`src/rtl/d_tile_l2_if_if.sv`:
```
// Request/response bundle between the D-tile L1 controller, this block and the
// on-chip network toward the NUCA L2 tiles.
//   slave  : view used by d_tile_l2_if (accepts D-tile requests and network fills)
//   master : view of the surrounding agents (D-tile + network) driving the block
// Signals:
//   req_*        D-tile request channel (valid/ready)
//   net_req_*    network request channel (valid/ready)
//   net_rsp_*    tagged fill responses from the network
//   rsp_*        fill delivered to the D-tile with original line address
//   wr_ack       writeback acknowledge pulse
//   outstanding  in-flight read count
//   err_bad_tag  sticky error for responses to unknown tags
interface d_tile_l2_if_if #(
   parameter int unsigned ADDR_WIDTH = 32,
   parameter int unsigned DATA_WIDTH = 64,
   parameter int unsigned TAG_W      = 2
);
   logic                  req_valid;
   logic                  req_ready;
   logic                  req_write;
   logic [ADDR_WIDTH-1:0] req_addr;
   logic [DATA_WIDTH-1:0] req_data;
   logic                  net_req_valid;
   logic                  net_req_ready;
   logic                  net_req_write;
   logic [ADDR_WIDTH-1:0] net_req_addr;
   logic [DATA_WIDTH-1:0] net_req_data;
   logic [TAG_W-1:0]      net_req_tag;
   logic                  net_rsp_valid;
   logic [TAG_W-1:0]      net_rsp_tag;
   logic [DATA_WIDTH-1:0] net_rsp_data;
   logic                  rsp_valid;
   logic [ADDR_WIDTH-1:0] rsp_addr;
   logic [DATA_WIDTH-1:0] rsp_data;
   logic                  wr_ack;
   logic [TAG_W:0]        outstanding;
   logic                  err_bad_tag;

   modport slave (
      input  req_valid, req_write, req_addr, req_data,
      input  net_req_ready, net_rsp_valid, net_rsp_tag, net_rsp_data,
      output req_ready, net_req_valid, net_req_write, net_req_addr, net_req_data, net_req_tag,
      output rsp_valid, rsp_addr, rsp_data, wr_ack, outstanding, err_bad_tag
   );

   modport master (
      output req_valid, req_write, req_addr, req_data,
      output net_req_ready, net_rsp_valid, net_rsp_tag, net_rsp_data,
      input  req_ready, net_req_valid, net_req_write, net_req_addr, net_req_data, net_req_tag,
      input  rsp_valid, rsp_addr, rsp_data, wr_ack, outstanding, err_bad_tag
   );
endinterface

```
`src/rtl/d_tile_l2_if.sv`:
```
// D-tile to NUCA L2 request interface: queues line-fill reads and dirty
// writebacks, issues them to the network in order, tags reads and routes the
// returning fills back to the D-tile with their line address.
// Ports:
//   clk, rst   clock and asynchronous active-high reset
//   bus        d_tile_l2_if_if.slave (D-tile request, network request/response,
//              fill return, wr_ack, outstanding, err_bad_tag)
// Build option:
//   D_TILE_L2_IF_COALESCE_EN  reads to a line already queued or in flight are
//                             accepted but not sent to the network
module d_tile_l2_if #(
   parameter int unsigned ADDR_WIDTH = 32,
   parameter int unsigned DATA_WIDTH = 64,
   parameter int unsigned DEPTH      = 4,
   parameter int unsigned NUM_TAGS   = 4,
   parameter int unsigned TAG_W      = 2
) (
   input  logic          clk,
   input  logic          rst,
   d_tile_l2_if_if.slave bus
);
   localparam int unsigned PTR_W = $clog2(DEPTH);
   localparam int unsigned CNT_W = PTR_W + 1;
   localparam int unsigned OUT_W = TAG_W + 1;
   localparam logic [ADDR_WIDTH-1:0] LINE_MASK = ADDR_WIDTH'(64'h3f);

   if (TAG_W != $clog2(NUM_TAGS)) begin : g_bad_tag_w
      $error("TAG_W must equal clog2(NUM_TAGS)");
   end

   typedef struct packed {
      logic                  write;
      logic [ADDR_WIDTH-1:0] addr;
      logic [DATA_WIDTH-1:0] data;
   } req_t;

   req_t                  fifo_q [DEPTH];
   req_t                  fifo_d [DEPTH];
   logic [ADDR_WIDTH-1:0] tab_q  [NUM_TAGS];
   logic [ADDR_WIDTH-1:0] tab_d  [NUM_TAGS];
   logic [PTR_W-1:0]      wr_ptr_q, wr_ptr_d, rd_ptr_q, rd_ptr_d;
   logic [CNT_W-1:0]      count_q, count_d;
   logic [NUM_TAGS-1:0]   busy_q, busy_d;
   logic                  req_ready_q, req_ready_d;
   logic                  net_req_valid_q, net_req_valid_d;
   logic                  net_req_write_q, net_req_write_d;
   logic [ADDR_WIDTH-1:0] net_req_addr_q, net_req_addr_d;
   logic [DATA_WIDTH-1:0] net_req_data_q, net_req_data_d;
   logic [TAG_W-1:0]      net_req_tag_q, net_req_tag_d;
   logic                  rsp_valid_q, rsp_valid_d;
   logic [ADDR_WIDTH-1:0] rsp_addr_q, rsp_addr_d;
   logic [DATA_WIDTH-1:0] rsp_data_q, rsp_data_d;
   logic                  wr_ack_q, wr_ack_d;
   logic [OUT_W-1:0]      outstanding_q, outstanding_d;
   logic                  err_q, err_d;

   logic                  enq, hs, drop, rsp_hit, free_any;
   logic [TAG_W-1:0]      free_tag;
   logic [ADDR_WIDTH-1:0] enq_addr;
   req_t                  head;

   assign enq_addr = bus.req_addr & ~LINE_MASK;

   // Next-state for queue, tag table and all registered outputs.
   always_comb begin
      fifo_d          = fifo_q;
      tab_d           = tab_q;
      wr_ptr_d        = wr_ptr_q;
      rd_ptr_d        = rd_ptr_q;
      busy_d          = busy_q;
      err_d           = err_q;
      net_req_valid_d = net_req_valid_q;
      net_req_write_d = net_req_write_q;
      net_req_addr_d  = net_req_addr_q;
      net_req_data_d  = net_req_data_q;
      net_req_tag_d   = net_req_tag_q;
      rsp_valid_d     = 1'b0;
      rsp_addr_d      = '0;
      rsp_data_d      = '0;
      wr_ack_d        = 1'b0;
      drop            = 1'b0;
      free_tag        = '0;

`ifdef D_TILE_L2_IF_COALESCE_EN
      // Match against pre-edge in-flight reads and queued reads.
      if (!bus.req_write) begin
         for (int t = 0; t < int'(NUM_TAGS); t++)
            if (busy_q[t] && tab_q[t] == enq_addr) drop = 1'b1;
         for (int i = 0; i < int'(DEPTH); i++)
            if (CNT_W'(i) < count_q &&
                !fifo_q[PTR_W'(rd_ptr_q + PTR_W'(i))].write &&
                fifo_q[PTR_W'(rd_ptr_q + PTR_W'(i))].addr == enq_addr) drop = 1'b1;
      end
`endif

      enq     = bus.req_valid && req_ready_q && !drop;
      hs      = net_req_valid_q && bus.net_req_ready;
      rsp_hit = bus.net_rsp_valid && busy_q[bus.net_rsp_tag];

      if (rsp_hit) begin
         busy_d[bus.net_rsp_tag] = 1'b0;
         rsp_valid_d = 1'b1;
         rsp_addr_d  = tab_q[bus.net_rsp_tag];
         rsp_data_d  = bus.net_rsp_data;
      end else if (bus.net_rsp_valid) begin
         err_d = 1'b1;
      end

      // Presented tag was free before this edge, so it never collides with a freed one.
      if (hs) begin
         rd_ptr_d = PTR_W'(rd_ptr_q + 1'b1);
         if (net_req_write_q) begin
            wr_ack_d = 1'b1;
         end else begin
            busy_d[net_req_tag_q] = 1'b1;
            tab_d[net_req_tag_q]  = net_req_addr_q;
         end
      end

      if (enq) begin
         fifo_d[wr_ptr_q] = '{write: bus.req_write, addr: enq_addr, data: bus.req_data};
         wr_ptr_d         = PTR_W'(wr_ptr_q + 1'b1);
      end

      count_d       = count_q + CNT_W'(enq) - CNT_W'(hs);
      outstanding_d = outstanding_q + OUT_W'(hs && !net_req_write_q) - OUT_W'(rsp_hit);
      req_ready_d   = count_d < CNT_W'(DEPTH);

      free_any = ~&busy_d;
      for (int t = int'(NUM_TAGS) - 1; t >= 0; t--)
         if (!busy_d[t]) free_tag = TAG_W'(t);

      // A stalled offer keeps its payload and tag; otherwise present the new head.
      head = fifo_d[rd_ptr_d];
      if (!(net_req_valid_q && !bus.net_req_ready)) begin
         net_req_valid_d = (count_d != '0) && (head.write || free_any);
         net_req_write_d = net_req_valid_d && head.write;
         net_req_addr_d  = net_req_valid_d ? head.addr : '0;
         net_req_data_d  = (net_req_valid_d && head.write) ? head.data : '0;
         net_req_tag_d   = (net_req_valid_d && !head.write) ? free_tag : '0;
      end
   end

   // State and output registers.
   always_ff @(posedge clk or posedge rst) begin
      if (rst) begin
         for (int i = 0; i < int'(DEPTH); i++) fifo_q[i] <= '0;
         for (int t = 0; t < int'(NUM_TAGS); t++) tab_q[t] <= '0;
         wr_ptr_q        <= '0;
         rd_ptr_q        <= '0;
         count_q         <= '0;
         busy_q          <= '0;
         err_q           <= 1'b0;
         req_ready_q     <= 1'b0;
         net_req_valid_q <= 1'b0;
         net_req_write_q <= 1'b0;
         net_req_addr_q  <= '0;
         net_req_data_q  <= '0;
         net_req_tag_q   <= '0;
         rsp_valid_q     <= 1'b0;
         rsp_addr_q      <= '0;
         rsp_data_q      <= '0;
         wr_ack_q        <= 1'b0;
         outstanding_q   <= '0;
      end else begin
         fifo_q          <= fifo_d;
         tab_q           <= tab_d;
         wr_ptr_q        <= wr_ptr_d;
         rd_ptr_q        <= rd_ptr_d;
         count_q         <= count_d;
         busy_q          <= busy_d;
         err_q           <= err_d;
         req_ready_q     <= req_ready_d;
         net_req_valid_q <= net_req_valid_d;
         net_req_write_q <= net_req_write_d;
         net_req_addr_q  <= net_req_addr_d;
         net_req_data_q  <= net_req_data_d;
         net_req_tag_q   <= net_req_tag_d;
         rsp_valid_q     <= rsp_valid_d;
         rsp_addr_q      <= rsp_addr_d;
         rsp_data_q      <= rsp_data_d;
         wr_ack_q        <= wr_ack_d;
         outstanding_q   <= outstanding_d;
      end
   end

   assign bus.req_ready     = req_ready_q;
   assign bus.net_req_valid = net_req_valid_q;
   assign bus.net_req_write = net_req_write_q;
   assign bus.net_req_addr  = net_req_addr_q;
   assign bus.net_req_data  = net_req_data_q;
   assign bus.net_req_tag   = net_req_tag_q;
   assign bus.rsp_valid     = rsp_valid_q;
   assign bus.rsp_addr      = rsp_addr_q;
   assign bus.rsp_data      = rsp_data_q;
   assign bus.wr_ack        = wr_ack_q;
   assign bus.outstanding   = outstanding_q;
   assign bus.err_bad_tag   = err_q;
endmodule
```
`src/flat_wrapper.sv`:
```
// flat-port wrapper written by rule: the top's interface ports become plain ports
module d_tile_l2_if_flat 
#(
   parameter int unsigned ADDR_WIDTH = 32,
   parameter int unsigned DATA_WIDTH = 64,
   parameter int unsigned DEPTH      = 4,
   parameter int unsigned NUM_TAGS   = 4,
   parameter int unsigned TAG_W      = 2
)
  (clk, rst, bus_req_valid, bus_req_write, bus_req_addr, bus_req_data, bus_net_req_ready, bus_net_rsp_valid, bus_net_rsp_tag, bus_net_rsp_data, bus_req_ready, bus_net_req_valid, bus_net_req_write, bus_net_req_addr, bus_net_req_data, bus_net_req_tag, bus_rsp_valid, bus_rsp_addr, bus_rsp_data, bus_wr_ack, bus_outstanding, bus_err_bad_tag);
  d_tile_l2_if_if #(.ADDR_WIDTH(ADDR_WIDTH), .DATA_WIDTH(DATA_WIDTH), .TAG_W(TAG_W)) bus_i ();
  input  logic clk;
  input  logic rst;
  input wire logic [$bits(bus_i.req_valid)-1:0] bus_req_valid;
  input wire logic [$bits(bus_i.req_write)-1:0] bus_req_write;
  input wire logic [$bits(bus_i.req_addr)-1:0] bus_req_addr;
  input wire logic [$bits(bus_i.req_data)-1:0] bus_req_data;
  input wire logic [$bits(bus_i.net_req_ready)-1:0] bus_net_req_ready;
  input wire logic [$bits(bus_i.net_rsp_valid)-1:0] bus_net_rsp_valid;
  input wire logic [$bits(bus_i.net_rsp_tag)-1:0] bus_net_rsp_tag;
  input wire logic [$bits(bus_i.net_rsp_data)-1:0] bus_net_rsp_data;
  output wire logic [$bits(bus_i.req_ready)-1:0] bus_req_ready;
  output wire logic [$bits(bus_i.net_req_valid)-1:0] bus_net_req_valid;
  output wire logic [$bits(bus_i.net_req_write)-1:0] bus_net_req_write;
  output wire logic [$bits(bus_i.net_req_addr)-1:0] bus_net_req_addr;
  output wire logic [$bits(bus_i.net_req_data)-1:0] bus_net_req_data;
  output wire logic [$bits(bus_i.net_req_tag)-1:0] bus_net_req_tag;
  output wire logic [$bits(bus_i.rsp_valid)-1:0] bus_rsp_valid;
  output wire logic [$bits(bus_i.rsp_addr)-1:0] bus_rsp_addr;
  output wire logic [$bits(bus_i.rsp_data)-1:0] bus_rsp_data;
  output wire logic [$bits(bus_i.wr_ack)-1:0] bus_wr_ack;
  output wire logic [$bits(bus_i.outstanding)-1:0] bus_outstanding;
  output wire logic [$bits(bus_i.err_bad_tag)-1:0] bus_err_bad_tag;
  assign bus_i.req_valid = bus_req_valid;
  assign bus_i.req_write = bus_req_write;
  assign bus_i.req_addr = bus_req_addr;
  assign bus_i.req_data = bus_req_data;
  assign bus_i.net_req_ready = bus_net_req_ready;
  assign bus_i.net_rsp_valid = bus_net_rsp_valid;
  assign bus_i.net_rsp_tag = bus_net_rsp_tag;
  assign bus_i.net_rsp_data = bus_net_rsp_data;
  assign bus_req_ready = bus_i.req_ready;
  assign bus_net_req_valid = bus_i.net_req_valid;
  assign bus_net_req_write = bus_i.net_req_write;
  assign bus_net_req_addr = bus_i.net_req_addr;
  assign bus_net_req_data = bus_i.net_req_data;
  assign bus_net_req_tag = bus_i.net_req_tag;
  assign bus_rsp_valid = bus_i.rsp_valid;
  assign bus_rsp_addr = bus_i.rsp_addr;
  assign bus_rsp_data = bus_i.rsp_data;
  assign bus_wr_ack = bus_i.wr_ack;
  assign bus_outstanding = bus_i.outstanding;
  assign bus_err_bad_tag = bus_i.err_bad_tag;
  d_tile_l2_if #(.ADDR_WIDTH(ADDR_WIDTH), .DATA_WIDTH(DATA_WIDTH), .DEPTH(DEPTH), .NUM_TAGS(NUM_TAGS), .TAG_W(TAG_W)) u_core (.clk(clk), .rst(rst), .bus(bus_i));
endmodule
```
`config.mk`:
```
export PLATFORM = sky130hd
export DESIGN_NAME = d_tile_l2_if_flat
export DESIGN_NICKNAME = d
export VERILOG_FILES = /design/src/rtl/d_tile_l2_if_if.sv /design/src/rtl/d_tile_l2_if.sv /design/src/flat_wrapper.sv
export SDC_FILE = /design/constraint.sdc
export NUM_CORES = 1
export LEC_CHECK = 0
export CAP_MARGIN = 20
export CORE_MARGIN = 2
export CORE_UTILIZATION = 37
export CTS_CLUSTER_SIZE = 10
export DETAILED_ROUTE_END_ITERATION = 6
export SYNTH_ARGS = -nofsm -noshare
export SYNTH_HDL_FRONTEND = slang
export SYNTH_SLANG_ARGS = --single-unit
```
`constraint.sdc`:
```
create_clock -name clk -period 27.8 [get_ports clk]
set_input_delay 5.56 -clock clk [delete_from_list [all_inputs] [get_ports clk]]
set_output_delay 5.56 -clock clk [all_outputs]
set_load 0.005 [all_outputs]
```
==> run_results.csv <==
group,metric,value,unit
cts,cts.sinks,730,
cts,postCtsSetupBuffers,0,
placement,place.gp.congestion,0.7571,
timing,max_freq,102.6,MHz
yosys,synth_seq_area_share,57.90,%
floorplan,die_w,296.0,µm
floorplan,die-area,87620,µm²
worst_setup_path,required,28.28,ns
final_layout,area_growth,22.33,%
cts,cts_tree,"built",
global_routing,grt_util_met3,5.419,%
timing,fin_crit,9.745,ns
drt,firstDrtPassIters,5,
drt,first_iter_violations,1357,
worst_setup_path,crit_type,"input port to flip-flop",
drt,drc,0,
timing,rsz0062_at_grt,"false",
global_routing,first_global_vias,23820,
worst_setup_path,rr_startpoint,"u_core.bus.net_req_valid",
global_routing,grt_usage,20.81,%
timing,skew,0.02068,ns
worst_setup_path,worst_setup_path_end_kind,"flip-flop",
power,powerDensity,107.7,nW/µm²
timing,worst_pin_slew,1.152,ns
drt,ant_nets,0,
global_routing,antenna_found_initial,14,
global_routing,grt_overflow_total,0,
yosys,synthesis.area,31550,µm²
cts,worstSkewPairLatency,0.63,ns
yosys,synth.avg_cell_area,11.79,µm²
yosys,ys_ff_latch,730,
floorplan,pin_count,371,
placement,hpwl,51.46,mm
cts,numCtsBuffers,86,
power,power_leakage,18.19,nW
yosys,synth_flop_cell,"dfrtp_1",
drt,via_count,22560,
timing,maxSlewHeadroom,23.18,%
worst_setup_path,cp_max_fo,35,
yosys,yosys_warnings,0,
run,drv_cap,0,
global_routing,grt_max_degree,189,
yosys,syn_nets,2853,
cts,htreeDepth,3,
hold_path,hold_class,"flip-flop to flip-flop",
drt,post_drt_via_cell_ratio,5.462,
drt,wl_per_cell,22.27,µm
global_routing,gr-max-usage-layer,"met2",
worst_setup_path,crit_start,"bus_net_req_ready",
placement,port_buffers,364,
yosys,synthArstFlopShare,100.0,%
worst_setup_path,reg2regPathDepth,12,
timing,setup_slack,18.06,ns
timing,hold_violations,0,
yosys,synth_edf_count,0,
final_layout,finalNetCount,3132,
final_layout,drive_above_1_share,16.87,%
floorplan,fp.dieH,296.0,µm
placement,preCtsSetupSlack,17.43,ns
cts,path_clk_slew,0.06,ns
global_routing,grt_pass1_wl,141.5,mm
cts,holdBufCountCts,0,
floorplan,coreArea,84880,µm²
power,ir_drop,0.00007319,V
floorplan,start_util,37.17,%
timing,finalCritPeriodShare,35.05,%
worst_setup_path,r2r_end,"u_core.bus.net_req_data[48]",
final_layout,fillers,7726,
cts,cts-root-buf,"clkbuf_16",
worst_setup_path,crit_path_end,"u_core.bus.net_req_data[48]",
worst_setup_path,rrSetupSlack,23.25,ns
floorplan,rows,107,
worst_setup_path,cp-start-kind,"input port",
drt,wl,91.97,mm
cts,post_cts_resize_count,0,
global_routing,grtUsageMet1,26.87,%
global_routing,use_met2,34.37,%
worst_setup_path,cp.arrival,10.22,ns
run_status,outcome,"completed",
yosys,synthCells,2675,
timing,final.setup.tns,0,ns
cts,clockBufferDepth,3,
yosys,synth_cell_type_count,60,
timing,finalSetupViolations,0,
timing,maxSlewViolCount,0,
==> power breakdown <==
group / total [W] / internal (W) / switching [W]
Combinational: 0.00149 / 0.000668 / 0.000825
Clock: 0.00102 / 0.000589 / 0.000429
Sequential: 0.00165 / 0.00144 / 0.000207
==> layout make-up <==
| class | instances | area [µm²] | share of cell area [%] |
|---|---|---|---|
| tap | 1144 | 1431 | 3.709 |
| timing repair buffer | 399 | 3961 | 10.26 |
| antenna | 5 | 12.51 | 0.03242 |
| clock inverter | 8 | 111.4 | 0.2885 |
| inverter | 42 | 170.2 | 0.4409 |
| multi-input combinational | 1695 | 12290 | 31.84 |
| clock buffer | 107 | 2354 | 6.098 |
| sequential | 730 | 18270 | 47.33 |
==> registers in the layout (all words and copies together), names as in the netlist <==
name                      count
u_core.bus.net_req_tag        2
u_core.bus.net_req_valid      1
u_core.fifo_q               388
u_core.rd_ptr_q               2
u_core.count_q                3
u_core.bus.rsp_addr          32
u_core.tab_q                128
u_core.bus.rsp_valid          1
u_core.busy_q                 4
u_core.bus.wr_ack             1
u_core.wr_ptr_q               2
u_core.bus.net_req_write      1
u_core.bus.net_req_addr      32
u_core.bus.outstanding        3
u_core.bus.rsp_data          64
u_core.bus.err_bad_tag        1
u_core.bus.req_ready          1
u_core.bus.net_req_data      64
==> cells in the final DEF, fill, tap and decap left out, drive strengths merged, types with 38 or more instances in the layout <==
| cell type | netlist | final |
|---|---|---|
| a211oi | 128 | 128 |
| a22o | 128 | 128 |
| and3 | 100 | 100 |
| buf | 88 | 38 |
| clkbuf | 120 | 107 |
| clkdlybuf4s50 | 0 | 361 |
| dfrtp | 730 | 730 |
| inv | 42 | 44 |
| mux2 | 244 | 244 |
| mux2i | 52 | 52 |
| mux4 | 39 | 39 |
| nand2 | 723 | 723 |
| o31ai | 64 | 64 |
==> layer usage <==
layer	vias to the layer above	share of wire, %	wire, µm
met3	164	7.5	6904
met4	24	1.9	1725
met5	-	0.17	160
met1	11640	42	38930
li1	9970	-	-
met2	757	48	44260
==> critical path, stage by stage <==
cell,delay [ns]
clkdlybuf4s50_1,0.74
and2_1,0.36
ha_1,0.28
inv_1,0.04
ha_1,0.20
fa_1,0.40
xnor3_1,0.23
nor3_1,0.43
nor2_4,0.32
o21ai_4,0.16
buf_4,0.56
buf_4,0.69
o31ai_1,0.17
==> worst min path at each step <==
stage / startpoint / endpoint / slack (ns) / cells after the start
after global routing: u_core.fifo_q[261] / u_core.fifo_q[261] / 0.49 / 1
after global placement: u_core.fifo_q[73] / u_core.fifo_q[73] / 0.45 / 2
final: u_core.fifo_q[33] / u_core.fifo_q[33] / 0.47 / 2
after detailed placement: u_core.fifo_q[87] / u_core.fifo_q[87] / 0.46 / 2
after floorplan: u_core.fifo_q[70] / u_core.fifo_q[70] / 0.44 / 2
after CTS: u_core.fifo_q[87] / u_core.fifo_q[87] / 0.47 / 2
==> kinds of logic (layout without fill, tap and decap cells) <==
logic type,after synthesis,in the layout,synth area share (%)
simple gates,886,886,11.99
buf+inv,250,556,3.565
xor+xnor,5,5,0.2062
fa+ha+maj,10,10,0.4442
other cells,0,5,0
flops,730,730,57.90
mux,335,335,13.14
compound gates,459,459,12.75
==> synth_stat cells (all sizes together), types with 34 or more instances <==
| library cell | n | area share (%) |
|---|---|---|
| mux4 | 39 | 2.8 |
| mux2i | 52 | 1.6 |
| and3 | 100 | 2.0 |
| dfrtp | 730 | 58 |
| inv | 42 | 0.51 |
| nand2 | 723 | 8.6 |
| buf | 88 | 1.6 |
| mux2 | 244 | 8.7 |
| a211oi | 128 | 3.0 |
| clkbuf | 120 | 1.4 |
| a32o | 34 | 1.1 |
| a22o | 128 | 3.6 |
| o31ai | 64 | 2.5 |
==> per-stage QoR <==
step                      power [W]  std cells  instance area, µm²  hold WS [ns]  utilization (%)
after detailed placement   0.003157       4008               36070        0.4598            42.50
final                      0.004158       4130               38590        0.4737            45.47
after floorplan            0.002631       2675               31550        0.4392                -
after global placement     0.003083       4006               36030        0.4512            42.45
after global routing       0.004412       4127               38590        0.4910            45.46
after CTS                  0.004194       4123               38530        0.4741            45.40
No activity file was read; power rests on OpenSTA's default activity.
